**src/rtl/pid_pos_sequencer.sv**
```systemverilog
// Sample-rate PID position sequencer: captures gains/positions each sample period,
// runs P, I, D through one registered multiplier and publishes a clamped duty + direction.
module pid_pos_sequencer #(
  parameter int SAMPLE_DIV = 100000,
  parameter int FRAC_BITS  = 8,
  parameter int INT_LIM    = 1000000,
  parameter int DUTY_MAX   = 1000
) (
  input  logic        s00_axi_aclk,
  input  logic        s00_axi_aresetn,
  input  logic        enable,
  input  logic [15:0] kp_init,
  input  logic [15:0] ki_init,
  input  logic [15:0] kd_init,
  input  logic [31:0] desired_pos,
  input  logic [31:0] actual_pos,
  output logic [15:0] duty,
  output logic        dir,
  output logic        update,
  output logic        busy,
  output logic        sat
);

  localparam int CNT_W = (SAMPLE_DIV > 1) ? $clog2(SAMPLE_DIV) : 1;
  localparam logic [CNT_W-1:0] CNT_LAST = CNT_W'(SAMPLE_DIV - 1);
  localparam logic signed [33:0] INT_HI = 34'(INT_LIM);
  localparam logic signed [33:0] INT_LO = -INT_HI;
  localparam logic [51:0] DUTY_LIM = 52'(DUTY_MAX);

  typedef enum logic [2:0] {
    IDLE, CAPTURE, ERR, MUL_P, MUL_I, MUL_D, SUM, OUT
  } state_t;

  state_t state, state_next;

  logic [CNT_W-1:0]   cnt;
  logic               tick;
  logic [15:0]        kp_q, ki_q, kd_q;
  logic [31:0]        des_q, act_q;
  logic signed [31:0] e_q, e_prev, integ;
  logic signed [32:0] deriv;
  logic               first;
  logic signed [49:0] prod;
  logic signed [51:0] acc;

  logic signed [32:0] e_wide;
  logic signed [31:0] e_sat;
  logic signed [33:0] integ_sum;
  logic signed [31:0] integ_clamp;
  logic signed [32:0] deriv_next;
  logic signed [49:0] mul_a, mul_b, prod_next;
  logic signed [51:0] acc_sum, u;
  logic [51:0]        mag;
  logic [15:0]        duty_next;
  logic               sat_next;

  assign tick   = enable && (cnt == CNT_LAST);
  assign update = (state == OUT);
  assign busy   = (state != IDLE);

  // Sample counter is parked at zero while disabled so the first tick lands SAMPLE_DIV cycles after enable.
  always_ff @(posedge s00_axi_aclk) begin
    if (!s00_axi_aresetn)
      cnt <= '0;
    else if (!enable || tick)
      cnt <= '0;
    else
      cnt <= cnt + 1'b1;
  end

  always_ff @(posedge s00_axi_aclk) begin
    if (!s00_axi_aresetn)
      state <= IDLE;
    else
      state <= state_next;
  end

  always_comb begin
    state_next = state;
    case (state)
      IDLE:    if (tick) state_next = CAPTURE;
      CAPTURE: state_next = ERR;
      ERR:     state_next = MUL_P;
      MUL_P:   state_next = MUL_I;
      MUL_I:   state_next = MUL_D;
      MUL_D:   state_next = SUM;
      SUM:     state_next = OUT;
      OUT:     state_next = IDLE;
      default: state_next = IDLE;
    endcase
    if (!enable)
      state_next = IDLE;
  end

  // Error, integrator and derivative terms, all saturated/clamped before they reach the multiplier.
  always_comb begin
    e_wide = {des_q[31], des_q} - {act_q[31], act_q};
    if (e_wide[32] != e_wide[31])
      e_sat = e_wide[32] ? 32'sh8000_0000 : 32'sh7FFF_FFFF;
    else
      e_sat = e_wide[31:0];

    integ_sum = {{2{integ[31]}}, integ} + {{2{e_sat[31]}}, e_sat};
    if (integ_sum > INT_HI)
      integ_clamp = INT_HI[31:0];
    else if (integ_sum < INT_LO)
      integ_clamp = INT_LO[31:0];
    else
      integ_clamp = integ_sum[31:0];

    if (first)
      deriv_next = '0;
    else
      deriv_next = {e_sat[31], e_sat} - {e_prev[31], e_prev};
  end

  always_comb begin
    mul_a = '0;
    mul_b = '0;
    case (state)
      MUL_P: begin
        mul_a = {34'b0, kp_q};
        mul_b = {{18{e_q[31]}}, e_q};
      end
      MUL_I: begin
        mul_a = {34'b0, ki_q};
        mul_b = {{18{integ[31]}}, integ};
      end
      MUL_D: begin
        mul_a = {34'b0, kd_q};
        mul_b = {{17{deriv[32]}}, deriv};
      end
      default: ;
    endcase
  end

  assign prod_next = mul_a * mul_b;

  // The last product is folded in combinationally during SUM so the outputs are visible in OUT.
  always_comb begin
    acc_sum = acc + {{2{prod[49]}}, prod};
    u       = acc_sum >>> FRAC_BITS;
    mag     = u[51] ? 52'(-u) : 52'(u);
    sat_next = (mag > DUTY_LIM);
    duty_next = sat_next ? 16'(DUTY_MAX) : mag[15:0];
  end

  always_ff @(posedge s00_axi_aclk) begin
    if (!s00_axi_aresetn) begin
      kp_q   <= '0;
      ki_q   <= '0;
      kd_q   <= '0;
      des_q  <= '0;
      act_q  <= '0;
      e_q    <= '0;
      e_prev <= '0;
      integ  <= '0;
      deriv  <= '0;
      first  <= 1'b1;
      prod   <= '0;
      acc    <= '0;
      duty   <= '0;
      dir    <= 1'b0;
      sat    <= 1'b0;
    end else if (!enable) begin
      duty   <= '0;
      dir    <= 1'b0;
      sat    <= 1'b0;
      integ  <= '0;
      e_prev <= '0;
      first  <= 1'b1;
    end else begin
      case (state)
        CAPTURE: begin
          kp_q  <= kp_init;
          ki_q  <= ki_init;
          kd_q  <= kd_init;
          des_q <= desired_pos;
          act_q <= actual_pos;
          acc   <= '0;
        end
        ERR: begin
          e_q    <= e_sat;
          e_prev <= e_sat;
          integ  <= integ_clamp;
          deriv  <= deriv_next;
          first  <= 1'b0;
        end
        MUL_P: prod <= prod_next;
        MUL_I: begin
          prod <= prod_next;
          acc  <= acc_sum;
        end
        MUL_D: begin
          prod <= prod_next;
          acc  <= acc_sum;
        end
        SUM: begin
          acc  <= acc_sum;
          duty <= duty_next;
          dir  <= u[51];
          sat  <= sat_next;
        end
        default: ;
      endcase
    end
  end

endmodule

```
**config.mk**
```make
export PLATFORM = sky130hd
export DESIGN_NAME = pid_pos_sequencer
export DESIGN_NICKNAME = d
export VERILOG_FILES = /design/src/rtl/pid_pos_sequencer.sv
export SDC_FILE = /design/constraint.sdc
export NUM_CORES = 2
export LEC_CHECK = 0
export BUFFER_PORTS_ARGS = -buffer_cell sky130_fd_sc_hd__buf_2
export CAP_MARGIN = 20
export CORE_MARGIN = 2
export CORE_UTILIZATION = 25
export DETAILED_ROUTE_END_ITERATION = 8
export MAX_ROUTING_LAYER = met4
export PLACE_DENSITY = 0.37
export SLEW_MARGIN = 5
export SYNTH_ARGS = -nofsm -noshare
export SYNTH_HDL_FRONTEND = slang
export SYNTH_SLANG_ARGS = --single-unit
export TNS_END_PERCENT = 20
```
**constraint.sdc**
```tcl
create_clock -name s00_axi_aclk -period 10.75 [get_ports s00_axi_aclk]
set_clock_uncertainty 0.1 [all_clocks]
set_input_delay 0.5375 -clock s00_axi_aclk [delete_from_list [all_inputs] [get_ports s00_axi_aclk]]
set_output_delay 0.5375 -clock s00_axi_aclk [all_outputs]
set_load 0.01 [all_outputs]
```
==> flow_summary_export.csv <==
group,metric,value,unit
yosys,yosysTopAreaCell,"sky130_fd_sc_hd__fa_1",
global_routing,largest_net_degree_at_the_start_of_global_routing,83,
yosys,syn-mean-instance-area,8.05,µm²
finish,design_area,0.0487,mm²
yosys,synthDistinctLibCells,90,
yosys,synth_common_cells,"sky130_fd_sc_hd__nand2_1, sky130_fd_sc_hd__inv_1, sky130_fd_sc_hd__fa_1, sky130_fd_sc_hd__nor2_1, sky130_fd_sc_hd__dfxtp_1",
setup_path,setup.reg_to_reg.worst_slack,0.70,ns
setup_path,critical_path_class,"reg2reg",
setup_path,critical_path.reg2reg.startpoint,"state[2]$_SDFFE_PN0P_",
run_status,run_status,"finished clean",
detailed_routing,via_count,35801,
yosys,synthDominantCellAreaShare,24.0,%
setup_path,worst_ep_arrival_time,10.50,ns
timing,rsz0062_at_grt,"no",
yosys,area_of_the_mapped_netlist,0.0423,mm²
timing,max-slew-margin-rel,28.4,%
timing,fin_tns_setup,0,ns
setup_path,crit_family,"adder cells",
detailed_routing,viasPerCell,4.67,
detailed_routing,drc,0,
worst_hold_path,hold-path-cell-count,3,
yosys,yosys_warnings,0,
yosys,fraction_of_the_yosys_area_taken_by_sequential_cells,18.1,%
detailed_routing,first_iter_violations,1902,
detailed_routing,routed_wirelength,156,mm
yosys,async_flop_share,0,%
placement,detailed_place_hpwl,128,mm
finish,drive_above_1_share,7.41,%
finish,nets,6305,
placement,dpl_cell_area,0.0459,mm²
clocking,cts_tree,"built",
global_routing,globalRouteOverflowTotal,0,
clocking,clk_root_buffer_cell,"sky130_fd_sc_hd__clkbuf_16",
detailed_routing,drt.antenna.violating_nets,0,
timing,period_needed,10.05,ns
clocking,h-tree-depth,2,
power,post-layout-total-power,3420,µW
setup_path,timing.critical_path.buf_inv,5,
finish,area_growth,15.1,%
timing,timing.hold.ws,0.0389,ns
yosys,syn_inst,5260,
placement,placement.io_buffers,134,
timing,final-setup-viol-count,0,
timing,share_of_the_clock_period_used_by_the_worst_path,93.5,%
timing,maximum_operating_frequency,99.5,MHz
finish,layout.core_utilization,28.9,%
yosys,synth_top_flop_cell,"sky130_fd_sc_hd__dfxtp_1",
global_routing,grt_usage,18.5,%
clocking,cts_buffers,53,
global_routing,grt_first_pass_wirelength,239,mm
die,starting_density_of_the_core,25.1,%
setup_path,worst-path-max-fanout,54,
die,area_of_the_die,0.173,mm²
clocking,clock_sinks,382,
die,num_rows,151,
clocking,clock_latency_late_sink,0.68,ns
die,coreArea,0.169,mm²
setup_path,critical_path.reg2reg.endpoint,"prod[49]$_SDFFE_PN0P_",
timing,tightestPinTransition,1.06,ns
setup_path,cp.required,11.20,ns
setup_path,cp-start-kind,"flip-flop",
power,p_leak,0.0216,µW
setup_path,launch_point_of_the_critical_path,"state[2]$_SDFFE_PN0P_",
setup_path,critPathMostFrequentCell,"sky130_fd_sc_hd__fa_1",
die,die-height,415,µm
timing,final-hold-violation-count,0,
worst_hold_path,min_from,"kd_init[3]",
worst_hold_path,worstHoldEndpoint,"kd_q[3]$_SDFFE_PN0P_",
yosys,synth.net_count,6150,
global_routing,vias_in_the_first_global_route,37689,
placement,finalWeightedCongestion,0.876,
timing,final_max_slew_viol_count,0,
power,ir_drop,0.119,mV
job,cap_viol_max_count,0,
detailed_routing,dr.pass1.iters,8,
clocking,cts.reportedPaths.clkPinSlew,0.06,ns
worst_hold_path,worst_hold_path_type,"in2reg",
setup_path,critical_path.slowest_cell,"sky130_fd_sc_hd__dfxtp_1",
yosys,ys_top_cells_by_area,"sky130_fd_sc_hd__fa_1, sky130_fd_sc_hd__dfxtp_1, sky130_fd_sc_hd__ha_1, sky130_fd_sc_hd__nand2_1, sky130_fd_sc_hd__inv_1",
power,power.density,70.2,mW/mm²
detailed_routing,post_drt_wl_per_cell,20.3,µm
die,top_level_ports,135,
global_routing,antenna_found_initial,4,
setup_path,rr_worst_depth,30,
clocking,cts_buffer_depth,3,
yosys,yosysMostFrequentCell,"sky130_fd_sc_hd__nand2_1",
yosys,synth-edff-count,0,
setup_path,critical-path-max-stage-delay,0.70,ns
die,die_w,415,µm
yosys,yosys_register_bits,382,
setup_path,endpoint_kind,"flip-flop",
-- sequential cells by signal, summed over array words and instances (netlist names), 17 cells and up --
| name | count |
|---|---|
| integ | 32 |
| des_q | 32 |
| e_prev | 32 |
| act_q | 32 |
| acc | 52 |
| prod | 50 |
| deriv | 33 |
| e_q | 32 |
| cnt | 17 |
-- cell families after synthesis --
group                    Yosys count  synth area share, %
AND/OR/NAND/NOR                 1826                 19.2
buffers and inverters            957                 8.50
flip-flops                       382                 18.1
AO/OA/AOI/OAI                   1072                 17.0
multiplexers                      55                 1.31
adder cells (fa/ha/maj)          789                 32.2
XOR/XNOR                         179                 3.70
-- worst min-delay path, stage by stage --
cell	delay, ns
sky130_fd_sc_hd__buf_2	0.10
sky130_fd_sc_hd__nand2_1	0.06
sky130_fd_sc_hd__a21boi_0	0.07
-- layout by cell type (no fill, tap or decap), drive strengths merged, types with 12 or more instances in the layout --
| cell type | synthesis | final |
|---|---|---|
| a22oi | 45 | 45 |
| fa | 507 | 507 |
| nand3 | 71 | 71 |
| nor4 | 17 | 17 |
| nor2b | 75 | 75 |
| o21bai | 21 | 21 |
| and2 | 74 | 74 |
| a22o | 12 | 12 |
| a211oi | 29 | 29 |
| nor3 | 86 | 86 |
| o211ai | 25 | 25 |
| nand4 | 25 | 25 |
| inv | 732 | 736 |
| buf | 13 | 238 |
| dfxtp | 382 | 382 |
| a211o | 12 | 12 |
| a31oi | 26 | 26 |
| a21boi | 134 | 134 |
| ha | 268 | 268 |
| and3 | 38 | 38 |
| o21ai | 244 | 244 |
| xor2 | 81 | 81 |
| o31ai | 26 | 26 |
| nand2b | 37 | 37 |
| a21oi | 178 | 178 |
| a21o | 130 | 130 |
| dlygate4sd3 | 0 | 87 |
| o21a | 80 | 80 |
| nor2 | 424 | 424 |
| or4 | 12 | 12 |
| maj3 | 14 | 14 |
| or2 | 16 | 16 |
| or3 | 25 | 25 |
| xnor2 | 98 | 98 |
| nand2 | 886 | 886 |
| clkinv | 0 | 12 |
| mux2i | 53 | 53 |
| clkbuf | 212 | 70 |
-- report_power, final --
part | switching (µW) | leakage [µW] | total, µW | internal [µW]
Combinational | 38.2 | 0.0176 | 84.3 | 46.1
Clock | 773 | 0.000924 | 1920 | 1140
Sequential | 0.323 | 0.00308 | 1420 | 1420
Total | 812 | 0.0216 | 3420 | 2610
-- through the flow --
| step | worst slack, ns | std cells |
|---|---|---|
| after floorplan | 1.78 | 5260 |
| after global placement | 0.642 | 7488 |
| after detailed placement | 0.532 | 7490 |
| after CTS | 0.420 | 7672 |
| after global routing | 0.0557 | 7674 |
| final | 0.695 | 7674 |
-- worst max-delay path by stage --
stage	cells past startpoint	slack, ns	endpoint
after floorplan	33	1.78	prod[49]$_SDFFE_PN0P_
after global placement	30	0.64	prod[49]$_SDFFE_PN0P_
after detailed placement	29	0.53	prod[49]$_SDFFE_PN0P_
after CTS	29	0.42	prod[49]$_SDFFE_PN0P_
after global routing	30	0.06	prod[49]$_SDFFE_PN0P_
final	30	0.70	prod[49]$_SDFFE_PN0P_
-- repair_timing --
action / CTS / global route
hold buffers: 87 / 0
setup buffers: 0 / 0
resized for setup: 0 / 6
hold endpoints to repair: 87 / 0
setup endpoints to repair: 0 / 1
-- per-layer routing --
metal  up-vias  GRT usage (%)  wire length [µm]
li1      17493              -                 -
met1     17622           23.9             72400
met2       554           31.3             74900
met3       132           1.64              4760
met4         0           4.12              3540
met5         -              -                 0
-- layout make-up --
class,instances,area [µm²]
repair buffers,325,2350
flip-flops and latches,382,7650
fillers,18299,120000
clock buffers,70,1520
clock inverters,25,365
diodes,1,2.50
inverters,732,2750
multi-input cells,3921,31300
well taps,2218,2780
(Power assumes the default switching activity.)
